--- config.mk ---
export PLATFORM = sky130hd
export DESIGN_NAME = adsr_envelope_4bit_flat
export DESIGN_NICKNAME = d
export VERILOG_FILES = /design/src/rtl/adsr_envelope_4bit_pkg.sv /design/src/rtl/adsr_envelope_4bit_if.sv /design/src/rtl/adsr_envelope_4bit_prescaler.sv /design/src/rtl/adsr_envelope_4bit.sv /design/src/flat_wrapper.sv
export SDC_FILE = /design/constraint.sdc
export NUM_CORES = 1
export LEC_CHECK = 0
export ABC_CLOCK_PERIOD_IN_PS = 2050
export BUFFER_PORTS_ARGS = -buffer_cell sky130_fd_sc_hd__buf_2
export CAP_MARGIN = 25
export CORE_MARGIN = 2
export CORE_UTILIZATION = 48
export DETAILED_ROUTE_END_ITERATION = 10
export MAX_ROUTING_LAYER = met4
export PLACE_DENSITY = 0.75
export SETUP_SLACK_MARGIN = 0.15
export SKIP_LAST_GASP = 1
export SLEW_MARGIN = 30
export SYNTH_ARGS = -nofsm -noshare
export SYNTH_HDL_FRONTEND = slang
export SYNTH_SLANG_ARGS = --single-unit
export TNS_END_PERCENT = 10
--- constraint.sdc ---
create_clock -name clk -period 2.05 [get_ports clk]
set_clock_uncertainty 0.15 [all_clocks]
set_input_delay 0.3075 -clock clk [delete_from_list [all_inputs] [get_ports clk]]
set_output_delay 0.3075 -clock clk [all_outputs]
set_load 0.005 [all_outputs]
--- src/rtl/adsr_envelope_4bit_pkg.sv ---
// Shared types and constants for the 4-bit ADSR envelope generator.
// Phase encoding, level limits and the per-phase rate selector live here.
package adsr_env_pkg;

  localparam int LEVEL_W = 4;
  localparam logic [LEVEL_W-1:0] LEVEL_MAX = 4'hF;

  typedef enum logic [2:0] {
    PH_IDLE    = 3'd0,
    PH_ATTACK  = 3'd1,
    PH_DECAY   = 3'd2,
    PH_SUSTAIN = 3'd3,
    PH_RELEASE = 3'd4
  } phase_e;

  // Step period (minus one) used by a given phase; non-ramp phases use 0.
  function automatic logic [LEVEL_W-1:0] rate_for(
    input phase_e                ph,
    input logic [LEVEL_W-1:0]    atk_rate,
    input logic [LEVEL_W-1:0]    dec_rate,
    input logic [LEVEL_W-1:0]    rel_rate
  );
    case (ph)
      PH_ATTACK:  return atk_rate;
      PH_DECAY:   return dec_rate;
      PH_RELEASE: return rel_rate;
      default:    return '0;
    endcase
  endfunction

endpackage

--- src/rtl/adsr_envelope_4bit_if.sv ---
// Control/status bundle between the note/gate logic and the envelope.
// master = gate/rate driver, slave = envelope generator.
interface adsr_envelope_4bit_if;
  logic                             gate;
  logic [adsr_env_pkg::LEVEL_W-1:0] attack_rate;
  logic [adsr_env_pkg::LEVEL_W-1:0] decay_rate;
  logic [adsr_env_pkg::LEVEL_W-1:0] sustain_level;
  logic [adsr_env_pkg::LEVEL_W-1:0] release_rate;
  logic [adsr_env_pkg::LEVEL_W-1:0] level;
  logic [2:0]                       phase;
  logic                             busy;
  logic                             done;

  modport master (
    output gate, attack_rate, decay_rate, sustain_level, release_rate,
    input  level, phase, busy, done
  );

  modport slave (
    input  gate, attack_rate, decay_rate, sustain_level, release_rate,
    output level, phase, busy, done
  );
endinterface

--- src/rtl/adsr_envelope_4bit_prescaler.sv ---
// Reloadable 4-bit down-counter that paces envelope steps.
// step is high while the count is zero; the counter then reloads rate.
module env_rate_prescaler
  import adsr_env_pkg::*;
(
  input  logic               clk,
  input  logic               reset,
  input  logic               load,
  input  logic [LEVEL_W-1:0] rate,
  output logic               step
);

  logic [LEVEL_W-1:0] count_q;
  logic [LEVEL_W-1:0] count_d;

  // Reload on phase entry or on a step, otherwise count down.
  always_comb begin
    count_d = count_q - LEVEL_W'(1);
    if (load || (count_q == '0)) begin
      count_d = rate;
    end
  end

  // Counter register.
  always_ff @(posedge clk) begin
    if (reset) begin
      count_q <= '0;
    end else begin
      count_q <= count_d;
    end
  end

  assign step = (count_q == '0);

endmodule

--- src/rtl/adsr_envelope_4bit.sv ---
// 4-bit ADSR envelope generator: attack up to 15, decay to sustain,
// hold while gated, release to zero after the gate falls.
// Optional build macro ADSR_ENV_RETRIGGER_EN: a gate rising edge in any
// active phase restarts ATTACK from the current level.
module adsr_envelope_4bit
  import adsr_env_pkg::*;
(
  input logic                  clk,
  input logic                  reset,
  adsr_envelope_4bit_if.slave  env
);

  logic               gate_q;
  logic               rise_q;
  phase_e             phase_q;
  phase_e             phase_d;
  logic [LEVEL_W-1:0] level_q;
  logic [LEVEL_W-1:0] level_d;
  logic               done_q;
  logic               done_d;
  logic               reload;
  logic [LEVEL_W-1:0] rate_sel;
  logic               step;

  env_rate_prescaler u_prescaler (
    .clk   (clk),
    .reset (reset),
    .load  (reload),
    .rate  (rate_sel),
    .step  (step)
  );

  // Gate history: a rising edge is registered so it acts one edge later.
  always_ff @(posedge clk) begin
    if (reset) begin
      gate_q <= 1'b0;
      rise_q <= 1'b0;
    end else begin
      gate_q <= env.gate;
      rise_q <= env.gate & ~gate_q;
    end
  end

  // FSM state register.
  always_ff @(posedge clk) begin
    if (reset) begin
      phase_q <= PH_IDLE;
      level_q <= '0;
      done_q  <= 1'b0;
    end else begin
      phase_q <= phase_d;
      level_q <= level_d;
      done_q  <= done_d;
    end
  end

  // FSM next-state: gate-low beats a step; a phase change reloads the prescaler.
  always_comb begin
    phase_d = phase_q;
    level_d = level_q;
    done_d  = 1'b0;
    reload  = 1'b0;
    case (phase_q)
      PH_IDLE: begin
        level_d = '0;
        if (rise_q) phase_d = PH_ATTACK;
      end
      PH_ATTACK: begin
        if (!env.gate) begin
          phase_d = PH_RELEASE;
        end
`ifdef ADSR_ENV_RETRIGGER_EN
        else if (rise_q) begin
          reload = 1'b1;
        end
`endif
        else if (step) begin
          if (level_q != LEVEL_MAX) level_d = level_q + LEVEL_W'(1);
          if (level_q >= (LEVEL_MAX - LEVEL_W'(1))) phase_d = PH_DECAY;
        end
      end
      PH_DECAY: begin
        if (!env.gate) begin
          phase_d = PH_RELEASE;
        end
`ifdef ADSR_ENV_RETRIGGER_EN
        else if (rise_q) begin
          phase_d = PH_ATTACK;
        end
`endif
        else if (level_q <= env.sustain_level) begin
          phase_d = PH_SUSTAIN;
        end else if (step) begin
          level_d = level_q - LEVEL_W'(1);
          if (level_d == env.sustain_level) phase_d = PH_SUSTAIN;
        end
      end
      PH_SUSTAIN: begin
        if (!env.gate) begin
          phase_d = PH_RELEASE;
        end
`ifdef ADSR_ENV_RETRIGGER_EN
        else if (rise_q) begin
          phase_d = PH_ATTACK;
        end
`endif
      end
      PH_RELEASE: begin
`ifdef ADSR_ENV_RETRIGGER_EN
        if (rise_q) begin
          phase_d = PH_ATTACK;
        end else
`endif
        if (level_q == '0) begin
          phase_d = PH_IDLE;
        end else if (step) begin
          level_d = level_q - LEVEL_W'(1);
          if (level_q == LEVEL_W'(1)) begin
            phase_d = PH_IDLE;
            done_d  = 1'b1;
          end
        end
      end
      default: begin
        phase_d = PH_IDLE;
        level_d = '0;
      end
    endcase
    if (phase_d != phase_q) reload = 1'b1;
  end

  // Prescaler reload value: the entered phase's rate on entry, else the current one.
  always_comb begin
    rate_sel = rate_for(reload ? phase_d : phase_q,
                        env.attack_rate, env.decay_rate, env.release_rate);
  end

  // FSM outputs: straight decode of the state registers.
  always_comb begin
    env.level = level_q;
    env.phase = phase_q;
    env.busy  = (phase_q != PH_IDLE);
    env.done  = done_q;
  end

endmodule

--- src/flat_wrapper.sv ---
// flat-port wrapper written by rule: the top's interface ports become plain ports
module adsr_envelope_4bit_flat import adsr_env_pkg::*;
  (clk, reset, env_gate, env_attack_rate, env_decay_rate, env_sustain_level, env_release_rate, env_level, env_phase, env_busy, env_done);
  adsr_envelope_4bit_if env_i ();
  input logic clk;
  input logic reset;
  input wire logic [$bits(env_i.gate)-1:0] env_gate;
  input wire logic [$bits(env_i.attack_rate)-1:0] env_attack_rate;
  input wire logic [$bits(env_i.decay_rate)-1:0] env_decay_rate;
  input wire logic [$bits(env_i.sustain_level)-1:0] env_sustain_level;
  input wire logic [$bits(env_i.release_rate)-1:0] env_release_rate;
  output wire logic [$bits(env_i.level)-1:0] env_level;
  output wire logic [$bits(env_i.phase)-1:0] env_phase;
  output wire logic [$bits(env_i.busy)-1:0] env_busy;
  output wire logic [$bits(env_i.done)-1:0] env_done;
  assign env_i.gate = env_gate;
  assign env_i.attack_rate = env_attack_rate;
  assign env_i.decay_rate = env_decay_rate;
  assign env_i.sustain_level = env_sustain_level;
  assign env_i.release_rate = env_release_rate;
  assign env_level = env_i.level;
  assign env_phase = env_i.phase;
  assign env_busy = env_i.busy;
  assign env_done = env_i.done;
  adsr_envelope_4bit u_core (.clk(clk), .reset(reset), .env(env_i));
endmodule
Yosys cells after proc, flatten, opt, wreduce, memory -nomap -nowiden

Cells that the tools add are included.

Add/sub/neg operators: 3
Order comparisons: 2
Equality and inequality tests: 17
Multiplexer cells: 26
Bitwise operators: 5
Reductions and logical operators: 7

Operators by type and width:

| cell                  | number |
|---|---|
| $mux W3               | 13 |
| $mux W4               | 8 |
| $pmux W4 S4           | 1 |
| $pmux W3 S5           | 1 |
| $pmux W4 S3           | 1 |
| $eq A3 B2 Y1 const B  | 3 |
| $logic_not A4 Y1      | 2 |
| $ne A2 B2 Y1 const B  | 4 |
| $sub A4 B1 Y4 const B | 2 |
| $reduce_and A7 Y1     | 1 |
| $eq A3 B1 Y1 const B  | 2 |
| $eq A3 B3 Y1 const B  | 2 |
| $add A4 B1 Y4 const B | 1 |
| $eq A4 B1 Y1 const B  | 1 |
| $eq A4 B4 Y1          | 1 |
| $ge A4 B4 Y1 const B  | 1 |
| $le A4 B4 Y1          | 1 |
| $ne A2 B1 Y1 const B  | 2 |
| $ne A4 B4 Y1 const B  | 1 |
| $not A1 Y1            | 4 |
| $reduce_or A4 Y1      | 1 |
| $logic_not A3 Y1      | 1 |
| $ne A3 B3 Y1          | 1 |
| $reduce_bool A3 Y1    | 1 |
| other kinds (3)       | 4 |

Bits in registers: 14
Input port bits: 19
Output and inout bits: 9
Word-level logic and storage cells: 66

Logic depth before layout (Yosys ltp)

Gate-level depths: netlist of the first run.

Depth after elaboration: 13
Gate-level depth with buffers: 8
Depth with buffers taken out: 8

By module

Synthesis of the first run repeated with hierarchy kept, for this count alone.

Cell total of the unflattened synthesis: 148
Area, all modules: 1182.4 sq um

Modules (own cells, without submodules):

| module             | instances | cells an instance | area each (sq um) |
|---|---|---|---|
| adsr_envelope_4bit | 1         | 124               | 973.4 |
| env_rate_prescaler | 1         | 24                | 209.0 |

Least setup slack after synthesis of the first run

OpenSTA, ideal clock, no wires.

Kind: register to register
Start point: register u_core.level_q[1], in the netlist u_core.env.level[1]
End point: register u_core.u_prescaler.count_q[0]
Library setup time: 133 ps
Data arrival time: 1942 ps
Required time: 1767 ps
Setup slack: -175 ps
Stages on the path, launching flop included: 9
Path through: dfxtp_1 -> inv_1 -> ha_1 -> xor2_1 -> xnor2_1 -> nand4_4 -> and4_4 -> a222oi_1 -> o22ai_1

Word-level cells in the longest chain between the ends: 13

Ends and longest elaborated chain:

| item                                 | RTL line                           | text |
|---|---|---|
| start: declaration                   | adsr_envelope_4bit.sv:17           | `logic [LEVEL_W-1:0] level_q;` |
| start signal: assignment             | adsr_envelope_4bit.sv:52           | `level_q <= level_d;` |
| $sub A4 B1 Y4                        | adsr_envelope_4bit.sv:94           | `level_d = level_q - LEVEL_W'(1);` |
| $eq A4 B4 Y1                         | adsr_envelope_4bit.sv:95           | `if (level_d == env.sustain_level) phase_d = PH_SUSTAIN;` |
| $mux W3                              | adsr_envelope_4bit.sv:95           |  |
| $mux W3                              | adsr_envelope_4bit.sv:93           | `end else if (step) begin` |
| $mux W3                              | adsr_envelope_4bit.sv:91           | `else if (level_q <= env.sustain_level) begin` |
| $mux W3                              | adsr_envelope_4bit.sv:83           | `if (!env.gate) begin` |
| $pmux W3 S5 (*)                      | adsr_envelope_4bit.sv:63           | `case (phase_q)` |
| $ne A3 B3 Y1                         | adsr_envelope_4bit.sv:129          | `if (phase_d != phase_q) reload = 1'b1;` |
| $mux W1                              | adsr_envelope_4bit.sv:129          |  |
| $mux W3                              | adsr_envelope_4bit.sv:134          | `rate_sel = rate_for(reload ? phase_d : phase_q,` |
| $eq A3 B3 Y1 (tied with other cells) | adsr_envelope_4bit_pkg.sv:23       | `case (ph)` |
| $pmux W4 S3                          | adsr_envelope_4bit_pkg.sv:23       |  |
| $mux W4 (*)                          | adsr_envelope_4bit_prescaler.sv:19 | `if (load \|\| (count_q == '0)) begin` |
| end signal: assignment               | adsr_envelope_4bit_prescaler.sv:29 | `count_q <= count_d;` |
| end: declaration                     | adsr_envelope_4bit_prescaler.sv:13 | `logic [LEVEL_W-1:0] count_q;` |

Every way passes the cells marked *; elsewhere a longest branch is shown, timed or not.
A chain may end at the register's enable or synchronous reset.

Worst setup path after layout of the first run

Start point: register u_core.u_prescaler.count_q[1]
End point: register u_core.u_prescaler.count_q[2]

Word-level cells in the longest chain between the ends: 11

Ends and longest elaborated chain:

| item                                 | RTL line |
|---|---|
| $logic_not A4 Y1                     | adsr_envelope_4bit_prescaler.sv:19, adsr_envelope_4bit_prescaler.sv:33 |
| $mux W3                              | adsr_envelope_4bit.sv:93 |
| $mux W3                              | adsr_envelope_4bit.sv:91 |
| $mux W3                              | adsr_envelope_4bit.sv:83 |
| $pmux W3 S5                          | adsr_envelope_4bit.sv:63 |
| $ne A3 B3 Y1                         | adsr_envelope_4bit.sv:129 |
| $mux W1                              | adsr_envelope_4bit.sv:129 |
| $mux W3                              | adsr_envelope_4bit.sv:134 |
| $eq A3 B3 Y1 (tied with other cells) | adsr_envelope_4bit_pkg.sv:23 |
| $pmux W4 S3                          | adsr_envelope_4bit_pkg.sv:23 |
| $mux W4 (*)                          | adsr_envelope_4bit_prescaler.sv:19 |

Marked as above.

==> run_results.csv, run 1 <==
group,metric,value,unit
outcome,outcome,"finished with violations",
outcome,violations,"negative setup slack",
clock_tree,clk_latency,0.30,ns
logic_synthesis,async_flop_share,0,%
timing,worst_pin_slew,0.400,ns
layout,stdcell_area,1750,um2
placement,hpwl,2790,um
clock_tree,clockBufferDepth,2,
logic_synthesis,ys_warn_count,0,
power_and_ir_drop,ir_worst_vdd,0.608,mV
floorplan,die_x,54.6,um
worst_setup_path,slowest_delay,0.39,ns
worst_setup_path,worstReg2RegStart,"u_core.u_prescaler.count_q[1]",
global_routing,grt_overflow,0,
layout,n_antenna_cell,0,
worst_setup_path,reg2regPathDepth,8,
timing,fin_hold_ws,0.141,ns
floorplan,fp-row-count,18,
timing,min_period_over_period,117,%
floorplan,fp.coreArea,2450,um2
global_routing,grt_pass1_vias,1240,
layout,area_growth,42.3,%
worst_setup_path,cp_cell_sequence,"inv_2 -> ha_4 -> or3b_4 -> nor4_4 -> nand4_4 -> and4_4 -> a222oi_1 -> o22ai_1",
floorplan,initial_core_util,50.0,%
floorplan,die_h,54.6,um
placement,gp_congestion,0.867,
clock_tree,cts_tree,"yes",
timing,rsz0062_at_grt,"true",
clock_tree,numCtsBuffers,3,
floorplan,pin_count,28,
flow_run,drv_cap,0,
timing,maxSlewHeadroom,73.1,%
worst_setup_path,critPathKind,"flip-flop to flip-flop",
worst_setup_path,arrival,2.44,ns
logic_synthesis,synth_edf_count,0,
timing,setup_slack,-0.354,ns
logic_synthesis,syn_inst,144,
global_routing,grtUsageTotal,26.5,%
route,routedWlPerCell,15.0,um
hold_path,hold_class,"primary input to flip-flop",
hold_path,min-delay-start,"env_attack_rate[3]",
route,drt_iter0_drc,58,
worst_setup_path,rrSetupSlack,-0.35,ns
placement,dpl_worst_slack,-0.339,ns
route,ant_nets,0,
logic_synthesis,synth_seq_area_share,22.8,%
logic_synthesis,ys_ff_latch,14,
timing,min_period,2.40,ns
global_routing,grt_pass1_wl,5440,um
worst_setup_path,required,2.09,ns
clock_tree,h-tree-depth,1,
worst_setup_path,end_kind,"flip-flop",
clock_tree,cts_sinks,14,
route,firstDrtPassIters,6,
power_and_ir_drop,power_density,700,nW/um2
global_routing,antenna_found_initial,0,
logic_synthesis,synth_area,1230,um2
clock_tree,cts_hold_buf,0,
logic_synthesis,synthFlopType,"dfxtp_1",
route,wirelength,3620,um
layout,final_nets,241,
route,route.detailed.drc,0,
layout,fill_cells,188,
layout,layout.cells.non_filler,241,
placement,dpl.cell_count,235,
layout,drive_gt1_share,44.5,%
timing,finalHoldViolations,0,
worst_setup_path,start_kind,"flip-flop",
placement,port_buffers,27,
floorplan,dieArea,2980,um2
clock_tree,clockRootBuffer,"clkbuf_4",
timing,finalSetupTns,-2.00,ns
clock_tree,path_clk_slew,0.11,ns
global_routing,grt_max_degree,13,
route,viasPerCell,5.96,
power_and_ir_drop,power,1.22,mW
logic_synthesis,syn_area_per_cell,8.52,um2
hold_path,holdPathEnd,"u_core.u_prescaler.count_q[3]",
route,dr_total_vias,1437,
worst_setup_path,startpoint,"u_core.u_prescaler.count_q[1]",
worst_setup_path,worst-path-max-fanout,5,
logic_synthesis,synth_cell_types,54,
timing,finalSetupViolCount,8,
worst_setup_path,r2r_end,"u_core.u_prescaler.count_q[2]",
placement,dpl_cell_area,1670,um2
timing,slew_viol_final,0,
timing,fmax,0.416,GHz
logic_synthesis,synth_nets,173,
layout,fin_util,71.2,%
worst_setup_path,worst_path_max_delay_cell,"or3b_4",
hold_path,whs_path_depth,3,
power_and_ir_drop,power_leakage,0.829,nW
-- flip-flops by register name (all words and copies together), names as in the netlist --
signal / count
u_core.gate_q: 1
u_core.env.level: 4
u_core.u_prescaler.count_q: 4
u_core.env.done: 1
u_core.rise_q: 1
u_core.env.phase: 3
-- cell usage in the layout (no fill, tap or decap), types with 5 or more instances in the layout --
cell type	count
buf_4	43
buf_2	27
inv_1	11
nor2_1	10
dfxtp_1	10
ha_1	9
a21oi_1	6
o21ai_0	6
nand3_1	5
nand2_1	5
o22ai_1	5
-- final cells by class --
type / instances / area [um2] / area share (%)
Multi-Input combinational cell: 110 / 881 / 50.4
Sequential cell: 14 / 285 / 16.3
Tap cell: 30 / 37.5 / 2.15
Timing Repair Buffer: 70 / 458 / 26.2
Inverter: 13 / 48.8 / 2.79
Clock buffer: 4 / 36.3 / 2.08
-- Yosys cell counts, types with 2 or more instances --
cell type	instances	area, um2
nor2_1	10	37.5
xor2_1	3	26.3
o221ai_1	3	26.3
nand3_1	5	25.0
dfxtp_1	14	280
buf_2	3	15.0
nor3_1	4	20.0
nand2_1	5	18.8
a31oi_1	2	12.5
o2111ai_1	2	17.5
ha_1	10	125
xnor2_1	4	35.0
a222oi_1	4	40.0
nand2b_1	2	12.5
a22oi_1	2	15.0
a21oi_1	6	30.0
nor3b_1	2	15.0
o21ai_0	6	30.0
or3b_1	3	26.3
o22ai_1	5	31.3
inv_1	13	48.8
clkbuf_1	2	7.51
nand4_1	2	12.5
nor2b_1	2	12.5
-- routing by layer --
metal	GRT usage (%)	up-vias	routed length (um)
met5	-	-	0
met4	12.5	0	108
met3	2.46	12	206
met2	43.4	73	1740
met1	32.6	664	1570
li1	-	688	-
-- logic make-up (layout without fill, tap and decap cells) --
family                     Yosys count  after routing  share of synthesized area (%)
muxes                                1              1                          0.816
AOI/OAI and AO/OA                   45             45                           29.2
xor gates and xnor gates             7              7                           5.00
DFF                                 14             14                           22.8
and+or+nand+nor                     47             47                           25.0
buffers and inverters               20             87                           7.03
adders and majority gates           10             10                           10.2
-- repair_timing --
item                                    CTS  global route
pin swaps                                 0             5
buffers inserted                          0             2
endpoints found under the setup margin    8            11
resized for setup                         0             7
-- critical path, delay by kind of cell, from the launching register on --
| kind | cells | cell delay [ns] |
|---|---|---|
| AOI/OAI and AO/OA | 2 | 0.49 |
| adders and majority gates | 1 | 0.13 |
| buffers and inverters | 1 | 0.07 |
| DFF | 1 | 0.33 |
| and+or+nand+nor | 4 | 1.12 |
-- worst max path at each step --
stage / slack [ns] / endpoint
after floorplan: -0.13 / u_core.u_prescaler.count_q[0]
after global placement: -0.24 / u_core.u_prescaler.count_q[2]
after detailed placement: -0.34 / u_core.u_prescaler.count_q[2]
after CTS: -0.31 / u_core.u_prescaler.count_q[2]
after global routing: -0.45 / u_core.u_prescaler.count_q[2]
final: -0.35 / u_core.u_prescaler.count_q[2]
-- power by group --
group | internal (mW) | switching, mW | total, mW
Combinational | 0.361 | 0.295 | 0.656
Sequential | 0.313 | 0.0293 | 0.342
Clock | 0.108 | 0.116 | 0.224
(Power assumes the default switching activity.)
==> run 2, diff against run 1 <==
--- a/config.mk
+++ b/config.mk
@@ -13,6 +13,7 @@
 export DETAILED_ROUTE_END_ITERATION = 10
 export MAX_ROUTING_LAYER = met4
 export PLACE_DENSITY = 0.75
+export REMOVE_ABC_BUFFERS = 1
 export SETUP_SLACK_MARGIN = 0.15
 export SKIP_LAST_GASP = 1
 export SLEW_MARGIN = 30
==> run 2 against run 1 <==
The flow still finishes with violations (negative setup slack). Combinational power is 19% higher. Critical path depth stayed put. First-iteration DRC count is 130% higher. Global-route usage is 2.5 points higher. Sequential power hardly changed.
==> run_results.csv, run 2 (same netlist as run 1, synthesis figures left out) <==
group,metric,value,unit
power_and_ir_drop,power,1.34,mW
worst_setup_path,rrSetupSlack,-0.34,ns
layout,n_antenna_cell,0,
worst_setup_path,worst-path-max-fanout,4,
worst_setup_path,arrival,2.42,ns
floorplan,fp.coreArea,2450,um2
layout,multi_input_area,1030,um2
clock_tree,clockBufferDepth,2,
layout,layout.cells.non_filler,240,
hold_path,holdPathEnd,"u_core.gate_q",
clock_tree,clk_latency,0.30,ns
hold_path,hold_class,"primary input to flip-flop",
worst_setup_path,end_kind,"flip-flop",
global_routing,grtUsageTotal,29.0,%
floorplan,initial_core_util,50.0,%
worst_setup_path,required,2.07,ns
floorplan,fp-row-count,18,
timing,finalSetupTns,-2.03,ns
worst_setup_path,critPathKind,"flip-flop to flip-flop",
route,firstDrtPassIters,8,
layout,stdcell_area,1910,um2
worst_setup_path,r2r_end,"u_core.u_prescaler.count_q[2]",
global_routing,grt_pass1_vias,1264,
placement,dpl.cell_count,228,
worst_setup_path,slowest_delay,0.41,ns
worst_setup_path,critical_path_buf_inv_count,1,
timing,slew_viol_final,0,
layout,final_common_cell,"buf_4",
route,viasPerCell,6.28,
route,dr_total_vias,1506,
timing,setup_slack,-0.343,ns
timing,finalSetupViolCount,8,
global_routing,antenna_found_initial,0,
floorplan,die_h,54.6,um
timing,rsz0062_at_grt,"true",
clock_tree,clockRootBuffer,"clkbuf_4",
outcome,outcome,"finished with violations",
timing,min_period_over_period,117,%
global_routing,grt_max_degree,14,
timing,min_period,2.39,ns
power_and_ir_drop,power_leakage,0.858,nW
power_and_ir_drop,power_density,702,nW/um2
route,wirelength,4620,um
clock_tree,cts_sinks,14,
floorplan,die_x,54.6,um
layout,area_growth,55.2,%
worst_setup_path,worstReg2RegStart,"u_core.u_prescaler.count_q[1]",
global_routing,grt_pass1_wl,5890,um
layout,drive_gt1_share,54.3,%
worst_setup_path,path_depth,8,
worst_setup_path,worst_path_max_delay_cell,"a222oi_1",
floorplan,dieArea,2980,um2
floorplan,pin_count,28,
worst_setup_path,cp_top_family,"simple AND/OR/NAND/NOR gates",
layout,seq_area,290,um2
layout,final_nets,240,
route,ant_nets,0,
route,routedWlPerCell,19.3,um
hold_path,min-delay-start,"reset",
route,drt_iter0_drc,133,
outcome,violations,"negative setup slack",
clock_tree,path_clk_slew,0.10,ns
hold_path,whs_path_depth,2,
clock_tree,cts_tree,"yes",
placement,port_buffers,27,
placement,dpl_cell_area,1630,um2
placement,hpwl,2690,um
flow_run,drv_cap,0,
timing,maxSlewHeadroom,69.7,%
timing,worst_pin_slew,0.455,ns
worst_setup_path,reg2regPathDepth,8,
clock_tree,numCtsBuffers,3,
worst_setup_path,cp_cell_sequence,"inv_2 -> ha_4 -> or3b_4 -> nor4_4 -> nand4_4 -> and4_4 -> a222oi_1 -> o22ai_1",
global_routing,grt_overflow,0,
route,route.detailed.drc,0,
power_and_ir_drop,ir_worst_vdd,0.787,mV
layout,fill_cells,147,
timing,finalHoldViolations,0,
clock_tree,h-tree-depth,1,
placement,gp_congestion,0.943,
worst_setup_path,start_kind,"flip-flop",
layout,most-common-layout-cells,"41 x buf_4, 27 x buf_2, 10 x inv_1, 10 x nor2_1, 8 x dfxtp_1",
timing,fmax,0.418,GHz
-- run 2: power breakdown --
| part | switching, mW | internal [mW] |
|---|---|---|
| clock network | 0.109 | 0.109 |
| logic | 0.384 | 0.395 |
| registers | 0.0283 | 0.313 |
| total | 0.522 | 0.816 |
-- run 2: cell type report --
type / instances / share of cell area (%)
multi-input combinational: 110 / 54.0
timing repair buffer: 69 / 24.3
tap: 30 / 1.97
inverter: 13 / 2.56
clock buffer: 4 / 1.90
sequential: 14 / 15.2
-- run 2: how the worst max path moves through the flow --
stage / from / endpoint / slack [ns]
after floorplan: u_core.env.level[2] / u_core.env.level[2] / -0.25
after global placement: env_sustain_level[2] / u_core.u_prescaler.count_q[2] / -0.28
after detailed placement: env_sustain_level[2] / u_core.u_prescaler.count_q[3] / -0.37
after global routing: u_core.env.level[1] / u_core.u_prescaler.count_q[2] / -0.39
after CTS: u_core.u_prescaler.count_q[0] / u_core.u_prescaler.count_q[3] / -0.21
final: u_core.u_prescaler.count_q[1] / u_core.u_prescaler.count_q[2] / -0.34
-- run 2: repair_timing --
item / in CTS / in global routing
resized for setup: 17 / 18
setup buffers: 5 / 3
pin swaps: 6 / 9
endpoints found under the setup margin: 8 / 10
hold buffers: 0 / 0
gates cloned: 0 / 0
-- run 2: routing by layer --
metal / part of all wire (%) / GRT usage (%) / vias to the layer above
li1: - / - / 685
met3: 8.0 / 6.56 / 22
met2: 48 / 45.8 / 104
met5: 0 / - / -
met1: 41 / 36.0 / 695
met4: 3.5 / 10.4 / 0
-- run 2: per-stage QoR --
| step | setup WS [ns] | hold slack [ns] | utilization (%) |
|---|---|---|---|
| after floorplan | -0.254 | 0.217 | - |
| after global placement | -0.279 | 0.229 | 66.4 |
| after detailed placement | -0.373 | 0.222 | 66.4 |
| after CTS | -0.213 | 0.151 | 72.3 |
| after global routing | -0.390 | 0.167 | 77.6 |
| final | -0.343 | 0.166 | 77.6 |
==> run 3, diff against run 2 <==
--- a/config.mk
+++ b/config.mk
@@ -5,7 +5,7 @@
 export SDC_FILE = /design/constraint.sdc
 export NUM_CORES = 1
 export LEC_CHECK = 0
-export ABC_CLOCK_PERIOD_IN_PS = 2050
+export ABC_CLOCK_PERIOD_IN_PS = 2200
 export BUFFER_PORTS_ARGS = -buffer_cell sky130_fd_sc_hd__buf_2
 export CAP_MARGIN = 25
 export CORE_MARGIN = 2
@@ -13,6 +13,7 @@
 export DETAILED_ROUTE_END_ITERATION = 10
 export MAX_ROUTING_LAYER = met4
 export PLACE_DENSITY = 0.75
+export RECOVER_POWER = 100
 export REMOVE_ABC_BUFFERS = 1
 export SETUP_SLACK_MARGIN = 0.15
 export SKIP_LAST_GASP = 1
==> constraint.sdc (replaced) <==
create_clock -name clk -period 2.2 [get_ports clk]
set_clock_uncertainty 0.15 [all_clocks]
set_input_delay 0.33 -clock clk [delete_from_list [all_inputs] [get_ports clk]]
set_output_delay 0.33 -clock clk [all_outputs]
set_load 0.005 [all_outputs]
==> run 3 against run 2 <==
The run still ends with negative setup slack left. Via count fell by 11%. Setup slack improved by 0.12 ns. Final cell count fell by 6.3%. Total power fell by 26%. Critical path depth did not move. Combinational power fell by 32%. Sequential cell count did not move. Sequential share of layout area rose by 2.7 points. Utilization fell by 14 points. Routed wire length fell by 26%. Critical path type unchanged.
==> run_results.csv, run 3 (same netlist as run 1, synthesis figures left out) <==
group,metric,value,unit
layout,drive_gt1_share,31.3,%
placement,port_buffers,27,
layout,stdcell_area,1570,um2
clock_tree,h-tree-depth,1,
worst_setup_path,rrSetupSlack,-0.22,ns
power_and_ir_drop,p_switching,368,uW
worst_setup_path,cp_top_family,"simple AND/OR/NAND/NOR gates",
timing,setup_slack,-0.219,ns
power_and_ir_drop,power_frac_seq,31.7,%
outcome,outcome,"finished with violations",
clock_tree,post_cts_resized,0,
floorplan,fp-row-count,18,
timing,min_period,2.42,ns
clock_tree,cts_sinks,14,
worst_setup_path,critPathKind,"flip-flop to flip-flop",
clock_tree,clockBufferDepth,2,
route,drt_iter0_drc,80,
timing,maxSlewHeadroom,62.6,%
clock_tree,clk_latency,0.29,ns
power_and_ir_drop,p_comb_share,53.2,%
hold_path,hold_class,"primary input to flip-flop",
timing,fmax,0.413,GHz
timing,worst_pin_slew,0.561,ns
timing,finalSetupViolCount,8,
timing,slew_viol_final,0,
outcome,violations,"negative setup slack",
clock_tree,path_clk_slew,0.09,ns
global_routing,grt_max_degree,13,
worst_setup_path,cp_cell_sequence,"inv_1 -> ha_1 -> or3b_4 -> nor4_4 -> nand4_4 -> and4_4 -> a222oi_1 -> o22ai_1",
floorplan,dieArea,2980,um2
worst_setup_path,end_kind,"flip-flop",
worst_setup_path,worst-path-max-fanout,5,
floorplan,pin_count,28,
timing,rsz0062_at_grt,"true",
power_and_ir_drop,internal-power,624,uW
placement,gp_congestion,0.988,
layout,most-common-layout-cells,"25 x buf_2, 20 x buf_4, 14 x dfxtp_1",
route,viasPerCell,5.94,
global_routing,grt_overflow,0,
global_routing,grtUsageTotal,26.2,%
floorplan,die_x,54.6,um
route,ant_nets,0,
placement,dpl.cell_count,222,
layout,layout.cells.non_filler,225,
worst_setup_path,start_kind,"flip-flop",
route,firstDrtPassIters,6,
layout,final_common_cell,"buf_2",
floorplan,die_h,54.6,um
power_and_ir_drop,clkPwrFrac,15.1,%
global_routing,antenna_found_initial,0,
flow_run,drv_cap,0,
worst_setup_path,arrival,2.43,ns
floorplan,fp.coreArea,2450,um2
layout,area_growth,27.6,%
placement,dpl_cell_area,1570,um2
power_and_ir_drop,ir_worst_vdd,0.595,mV
clock_tree,numCtsBuffers,3,
clock_tree,cts_tree,"yes",
power_and_ir_drop,power_density,633,nW/um2
placement,hpwl,2770,um
power_and_ir_drop,power_leakage,0.703,nW
route,wirelength,3420,um
route,route.detailed.drc,0,
worst_setup_path,required,2.22,ns
clock_tree,post_cts_buffers,0,
timing,min_period_over_period,110,%
global_routing,grt_pass1_wl,5460,um
layout,n_antenna_cell,0,
route,dr_total_vias,1336,
route,routedWlPerCell,15.2,um
timing,finalHoldViolations,0,
layout,final_nets,226,
worst_setup_path,critical_path_buf_inv_count,1,
power_and_ir_drop,swShare,37.1,%
global_routing,grt_pass1_vias,1177,
worst_setup_path,worst_path_max_delay_cell,"or3b_4",
clock_tree,clockRootBuffer,"clkbuf_4",
worst_setup_path,slowest_delay,0.41,ns
floorplan,initial_core_util,50.0,%
power_and_ir_drop,power,991,uW
-- run 3: changes by cell type in the layout (fill, tap and decap cells not counted), sizes merged --
cell    change
clkbuf      +9
buf        -24
-- run 3: power groups by stage --
stage | clock network (mW) | registers [mW] | logic, mW
floorplan | 0 | 0.326 | 0.294
global placement | 0 | 0.317 | 0.511
detailed placement | 0 | 0.320 | 0.530
CTS | 0.153 | 0.314 | 0.533
global route | 0.166 | 0.320 | 0.576
finish | 0.150 | 0.314 | 0.527
-- run 3: layer usage --
layer	GRT usage (%)	vias to the layer above	wire length (um)
li1	-	656	-
met1	32.0	619	1500
met2	43.6	54	1660
met3	7.10	7	219
met4	4.58	0	44
met5	-	-	0
-- run 3: through the flow --
stage          worst slack (ns)  utilization (%)  setup TNS, ns  hold WS (ns)
2_1_floorplan            -0.104                -         -0.359         0.217
3_3_place_gp             -0.110             64.1         -0.412         0.229
3_5_place_dp             -0.170             64.1          -1.07         0.228
4_1_cts                  -0.194             65.0         -0.923         0.180
5_1_grt                  -0.389             63.8          -1.97         0.186
6_report                 -0.219             63.8          -1.03         0.182
-- run 3: final cells by class --
type                            count  area [um2]
Multi-Input combinational cell    110         861
Clock buffer                        3        22.5
Tap cell                           30        37.5
Timing Repair Buffer               55         317
Fill cell                         215         888
Sequential cell                    14         280
Inverter                           13        48.8
-- run 3: worst paths after layout --
path                                      start                       endpoint  cells past startpoint
setup reg to reg  u_core.u_prescaler.count_q[0]  u_core.u_prescaler.count_q[2]                      8
setup / recovery  u_core.u_prescaler.count_q[0]  u_core.u_prescaler.count_q[2]                      8
hold reg to reg                   u_core.gate_q                  u_core.rise_q                      1
hold / removal               env_attack_rate[1]  u_core.u_prescaler.count_q[1]                      3
-- run 3: worst min-delay path, cell delays in order --
cell,delay [ns]
buf_2,0.08
a222oi_1,0.05
o22ai_1,0.12
-- run 3: repair_timing --
item,CTS,global route
endpoints found under the hold margin,0,0
endpoints found under the setup margin,8,9
hold buffers,0,0
